<file path="src/rtl/seg_pkg.sv">
// ---------------------------------------------------------------------------
// seg_pkg -- shared definitions for the two-digit scrolling display controller.
//
// Contents:
//   seg_state_e  : controller FSM state encoding (BLANK / STATIC / SCROLL)
//   SCROLL_LEN   : number of scroll positions (a 2-digit window over 8 nibbles)
//   LAST_POS     : final position index, SCROLL_LEN-1
//   nibble()     : extract nibble <idx> from a 32-bit word (nibble 7 = [31:28])
// ---------------------------------------------------------------------------
package seg_pkg;

  typedef enum logic [1:0] {
    ST_BLANK  = 2'd0,
    ST_STATIC = 2'd1,
    ST_SCROLL = 2'd2
  } seg_state_e;

  // A two-digit window sliding across eight nibbles stops at seven positions.
  localparam int unsigned SCROLL_LEN = 7;
  localparam logic [2:0]  LAST_POS   = 3'(SCROLL_LEN - 1);

  function automatic logic [3:0] nibble(input logic [31:0] word,
                                        input logic [2:0]  idx);
    return word[{idx, 2'b00} +: 4];
  endfunction

endpackage : seg_pkg

</file>
<file path="src/rtl/tick_gen.sv">
// ---------------------------------------------------------------------------
// tick_gen -- scroll-step prescaler.
//
// Counts 0..TICK_DIV-1 while clear is low and emits a single-cycle tick
// during the last count, then restarts from 0. While clear is high the
// counter is held at 0 and no tick is produced.
//
// Ports:
//   clk    : clock, rising edge
//   rst_n  : synchronous reset, active low
//   clear  : hold counter at zero, suppress tick
//   tick   : 1-cycle pulse on the final count of each TICK_DIV period
// ---------------------------------------------------------------------------
module tick_gen #(
  parameter int unsigned TICK_DIV = 50_000_000
) (
  input  logic clk,
  input  logic rst_n,
  input  logic clear,
  output logic tick
);

  // Widened to 64 bits so TICK_DIV = 2^32-1 does not overflow the +1.
  localparam int CW = $clog2(64'(TICK_DIV) + 64'd1);

  logic [CW-1:0] cnt_q, cnt_d;

  // Combinational so the step lands exactly TICK_DIV cycles after the clear
  // is released; with TICK_DIV = 1 this is high on every enabled cycle.
  assign tick = !clear && (cnt_q == CW'(TICK_DIV - 1));

  always_comb begin
    cnt_d = cnt_q + CW'(1);
    if (clear || tick) begin
      cnt_d = '0;
    end
  end

  always_ff @(posedge clk) begin
    if (!rst_n) begin
      cnt_q <= '0;
    end else begin
      cnt_q <= cnt_d;
    end
  end

endmodule : tick_gen

</file>
<file path="src/rtl/seg_scroll_ctrl.sv">
// ---------------------------------------------------------------------------
// seg_scroll_ctrl -- two-digit 7-segment display controller with static and
// one-shot scroll modes. Drives nibble codes to an external segment decoder.
//
// Handshake: wr_ready is a combinational function of state only (high in
// BLANK and STATIC, low in SCROLL). A write is accepted on a rising edge
// where wr_en=1, wr_ready=1 and clr=0; otherwise wr_en has no effect.
//
// Ports:
//   clk        : clock, rising edge
//   rst_n      : synchronous reset, active low, overrides everything
//   wr_en      : write strobe
//   wr_data    : eight hex nibbles, nibble 7 = [31:28]
//   wr_mode    : 0 = static (show nibbles 1,0), 1 = one-shot scroll
//   clr        : blank display and abort scroll; beats a simultaneous write
//   wr_ready   : write can be accepted this cycle
//   busy       : scroll in progress (registered)
//   seg_data_1 : left digit nibble (registered)
//   seg_data_2 : right digit nibble (registered)
//   seg_en     : digit enables, bit1 = left, bit0 = right (registered)
//   dbg_state  : current FSM state, for observation only
// ---------------------------------------------------------------------------
module seg_scroll_ctrl
  import seg_pkg::*;
#(
  parameter int unsigned TICK_DIV = 50_000_000
) (
  input  logic        clk,
  input  logic        rst_n,
  input  logic        wr_en,
  input  logic [31:0] wr_data,
  input  logic        wr_mode,
  input  logic        clr,
  output logic        wr_ready,
  output logic        busy,
  output logic [3:0]  seg_data_1,
  output logic [3:0]  seg_data_2,
  output logic [1:0]  seg_en,
  output seg_state_e  dbg_state
);

  seg_state_e  state_q, state_d;
  logic [31:0] word_q, word_d;
  logic [2:0]  pos_q, pos_d;
  logic        busy_q, busy_d;
  logic [3:0]  seg1_q, seg1_d;
  logic [3:0]  seg2_q, seg2_d;
  logic [1:0]  seg_en_q, seg_en_d;

  logic        accept;
  logic        tick;
  logic        presc_clear;
  logic [2:0]  next_hi_idx;
  logic [2:0]  next_lo_idx;

  assign wr_ready = (state_q != ST_SCROLL);
  assign accept   = wr_en && wr_ready && !clr;

  // Prescaler only runs while scrolling; held at zero otherwise so every
  // scroll starts from a clean count.
  assign presc_clear = clr || (state_q != ST_SCROLL);

  tick_gen #(
    .TICK_DIV (TICK_DIV)
  ) u_tick_gen (
    .clk   (clk),
    .rst_n (rst_n),
    .clear (presc_clear),
    .tick  (tick)
  );

  // Nibbles shown at position p+1: left = 7-(p+1), right = 6-(p+1).
  assign next_hi_idx = 3'd6 - pos_q;
  assign next_lo_idx = 3'd5 - pos_q;

  always_comb begin
    state_d  = state_q;
    word_d   = word_q;
    pos_d    = pos_q;
    busy_d   = busy_q;
    seg1_d   = seg1_q;
    seg2_d   = seg2_q;
    seg_en_d = seg_en_q;

    if (clr) begin
      // Digit codes are left alone; only the enables blank.
      state_d  = ST_BLANK;
      pos_d    = '0;
      busy_d   = 1'b0;
      seg_en_d = 2'b00;
    end else begin
      unique case (state_q)
        ST_BLANK, ST_STATIC: begin
          if (accept) begin
            word_d   = wr_data;
            seg_en_d = 2'b11;
            pos_d    = '0;
            if (wr_mode) begin
              state_d = ST_SCROLL;
              busy_d  = 1'b1;
              seg1_d  = nibble(wr_data, 3'd7);
              seg2_d  = nibble(wr_data, 3'd6);
            end else begin
              state_d = ST_STATIC;
              busy_d  = 1'b0;
              seg1_d  = nibble(wr_data, 3'd1);
              seg2_d  = nibble(wr_data, 3'd0);
            end
          end
        end
        ST_SCROLL: begin
          if (tick) begin
            if (pos_q == LAST_POS) begin
              state_d = ST_STATIC;
              busy_d  = 1'b0;
              pos_d   = '0;
              seg1_d  = nibble(word_q, 3'd1);
              seg2_d  = nibble(word_q, 3'd0);
            end else begin
              pos_d  = pos_q + 3'd1;
              seg1_d = nibble(word_q, next_hi_idx);
              seg2_d = nibble(word_q, next_lo_idx);
            end
          end
        end
        default: begin
          state_d  = ST_BLANK;
          pos_d    = '0;
          busy_d   = 1'b0;
          seg_en_d = 2'b00;
        end
      endcase
    end
  end

  always_ff @(posedge clk) begin
    if (!rst_n) begin
      state_q  <= ST_BLANK;
      word_q   <= '0;
      pos_q    <= '0;
      busy_q   <= 1'b0;
      seg1_q   <= '0;
      seg2_q   <= '0;
      seg_en_q <= 2'b00;
    end else begin
      state_q  <= state_d;
      word_q   <= word_d;
      pos_q    <= pos_d;
      busy_q   <= busy_d;
      seg1_q   <= seg1_d;
      seg2_q   <= seg2_d;
      seg_en_q <= seg_en_d;
    end
  end

  assign busy       = busy_q;
  assign seg_data_1 = seg1_q;
  assign seg_data_2 = seg2_q;
  assign seg_en     = seg_en_q;
  assign dbg_state  = state_q;

endmodule : seg_scroll_ctrl

</file>
<file path="config.mk">
export PLATFORM = sky130hd
export DESIGN_NAME = seg_scroll_ctrl
export DESIGN_NICKNAME = d
export VERILOG_FILES = /design/src/rtl/seg_pkg.sv /design/src/rtl/tick_gen.sv /design/src/rtl/seg_scroll_ctrl.sv
export SDC_FILE = /design/constraint.sdc
export NUM_CORES = 1
export LEC_CHECK = 0
export CAP_MARGIN = 40
export CORE_UTILIZATION = 46
export DETAILED_ROUTE_END_ITERATION = 12
export PLACE_DENSITY = 0.72
export SLEW_MARGIN = 5
export SYNTH_ARGS = -nofsm -noshare
export SYNTH_HDL_FRONTEND = slang
export SYNTH_SLANG_ARGS = --single-unit
</file>
<file path="constraint.sdc">
create_clock -name clk -period 2.45 [get_ports clk]
set_input_delay 0.49 -clock clk [delete_from_list [all_inputs] [get_ports clk]]
set_output_delay 0.49 -clock clk [all_outputs]
set_load 0.005 [all_outputs]
</file>
==> results.json <==
{
  "synth.largest_area_cell": "dfxtp_1",
  "path_class": "register to primary output",
  "cts_resized": 0,
  "first_pass_iters": 4,
  "die-area_mm2": 0.00840,
  "gp_congestion": 0.828,
  "cts_tree": "built",
  "grt_max_degree": 34,
  "rsz0062_at_grt": "false",
  "post_dp_cell_area_mm2": 0.00437,
  "grt_usage_pct": 23.5,
  "layout_commonest_cell": "nand2_1",
  "post_cts_buffers": 0,
  "ys_warn_count": 0,
  "ys_seq_area_share_pct": 39.0,
  "crit_path_end_kind": "primary output",
  "rows": 32,
  "clk_latency_ns": 0.35,
  "port_buffers": 50,
  "setup_tns_ns": 0,
  "initial_core_util_pct": 47.6,
  "ys_async_sr_fraction_pct": 0,
  "ir_drop_mv": 0.290,
  "slew_headroom_pct": 57.7,
  "path_cells": "and2b_1 > inv_4 > buf_4 > clkdlybuf4s50_1",
  "p_per_area_mw_per_mm2": 553,
  "grt_overflow_total": 0,
  "maxCapViolations": 0,
  "fin_skew_ns": 0.00844,
  "fin_cells": 594,
  "die_height_um": 91.7,
  "syn-cell-area_mm2": 0.00370,
  "fmax_mhz": 443,
  "placed_cells": 579,
  "clock-sinks": 72,
  "start_kind": "register",
  "cts.clk_slew.worst_paths_ns": 0.08,
  "drc": 0,
  "grt_pass1_vias": 3214,
  "hold_buffers": 0,
  "critPathArrivalTime_ns": 1.77,
  "antenna_found_initial": 0,
  "hpwl_um": 6630,
  "route.met2.wl_um": 4060,
  "ys.flop_type": "dfxtp_1",
  "cp.required_ns": 1.96,
  "final-hold-violation-count": 0,
  "final_cell_mix": "nand2_1 (79), dfxtp_1 (72), clkdlybuf4s50_1 (50), a21oi_1 (39), nor2_1 (36)",
  "status": "finished, final reports clean",
  "hold_path.class": "register to register",
  "m1WireLength_um": 4420,
  "avgRoutedWirePerCell_um": 15.6,
  "fin_area_mm2": 0.00459,
  "finalPower_w": 0.00254,
  "drive_gt1_share_pct": 11.6,
  "maxUsedRoutingLayer": "met4",
  "slowest_delay_ns": 0.53,
  "cpMaxStageDelayCell": "clkdlybuf4s50_1",
  "htree_levels": 3,
  "setup-violations-final": 0,
  "synth_top_area_share_pct": 39.0,
  "root_buffer": "clkbuf_8",
  "vias": 3379,
  "grt_pass1_wl_um": 15600,
  "core_area_mm2": 0.00777,
  "synth-seq-cells": 72,
  "wl_met3_um": 603,
  "leakagePower_nw": 1.55,
  "synth.distinct_cells": 47,
  "synth_area_leaders": "dfxtp_1 (39%), nand2_1 (8.0%), mux4_2 (6.7%), a21oi_1 (5.3%), mux2i_1 (5.1%)",
  "syn_nets": 479,
  "drtIter0Drc": 284,
  "tightest_slew_ns": 0.618,
  "avgSynthCellArea_um2": 8.46,
  "final_max_slew_viol_count": 0,
  "ant_nets": 0,
  "design.portCount": 51,
  "die_w_um": 91.7,
  "synth-edff-count": 0,
  "path_max_fanout": 16,
  "finalNetCount": 530,
  "cts-buffers-inserted": 9,
  "n_antenna_cell": 0,
  "period_share_pct": 92.2,
  "drt-vias-per-instance": 5.69,
  "netlist_instances": 437,
  "final.min_clock_period_ns": 2.26,
  "clk_path_buf_depth": 2,
  "wirelength_um": 9280,
  "area.growth.synth_to_final_pct": 24.2
}
-- through the flow --
step | hold slack, ns | worst slack [ns] | utilization (%)
after global routing | 0.487 | 0.0962 | 59.1
after floorplan | 0.413 | 0.157 | -
after global placement | 0.425 | 0.0532 | 56.3
final | 0.447 | 0.190 | 59.1
after CTS | 0.450 | 0.189 | 59.1
after detailed placement | 0.439 | 0.0246 | 56.3
-- flip-flops by register name, indices dropped and copies added (netlist names) --
register	count
pos_q	3
busy	1
seg_data_1	4
dbg_state	1
seg_en	1
u_tick_gen.cnt_q	26
seg_data_2	4
word_q	32
-- cell usage after synthesis, drive strengths merged (10+ instances only) --
| master | instances |
|---|---|
| nand2 | 79 |
| dfxtp | 72 |
| a21oi | 39 |
| nor2 | 36 |
| clkbuf | 24 |
| mux2i | 19 |
| xnor2 | 18 |
| o21ai | 12 |
| mux4 | 11 |
| nand3 | 11 |
| inv | 10 |
| nor3 | 10 |
-- report_power, final --
part | total (W) | switching, W | internal (W)
registers | 0.00123 | 0.0000266 | 0.00120
logic | 0.000251 | 0.000113 | 0.000137
clock network | 0.00106 | 0.000436 | 0.000623
total | 0.00254 | 0.000576 | 0.00196
-- final cells by class --
cell class              count  area, um2
multi-input cells         323       2080
well taps                 102        128
repair buffers             72        678
inverters                  10       40.0
clock buffers              12        155
clock inverters             3       65.1
flip-flops and latches     72       1440
fillers                   718       3180
-- critical path: cells and delay by family (launching register included) --
| kind | cells | cell delay [ns] |
|---|---|---|
| buf+inv | 3 | 0.80 |
| flops | 1 | 0.38 |
| simple gates | 1 | 0.24 |
-- cell families after synthesis --
kind of cell	synth area share [%]
simple gates	22.1
compound gates	15.3
flops	39.0
buf+inv	4.70
mux	11.8
xor+xnor	5.45
fa+ha+maj	1.69
-- metal layers --
metal | GRT usage [%] | vias up
met5 | 0 | -
met4 | 9.39 | 0
met3 | 5.47 | 18
met2 | 35.1 | 113
met1 | 32.7 | 1606
li1 | - | 1642
-- path summary, 6_finish.rpt --
path | start | to | slack, ns | cells past startpoint
worst max register to register | pos_q[0] | seg_data_2[3] | 0.20 | 7
worst min-delay path | u_tick_gen.cnt_q[0] | u_tick_gen.cnt_q[0] | 0.45 | 1
worst min register to register | u_tick_gen.cnt_q[0] | u_tick_gen.cnt_q[0] | 0.45 | 1
worst max-delay path | dbg_state[0] | wr_ready | 0.19 | 4
(Power assumes the default switching activity.)
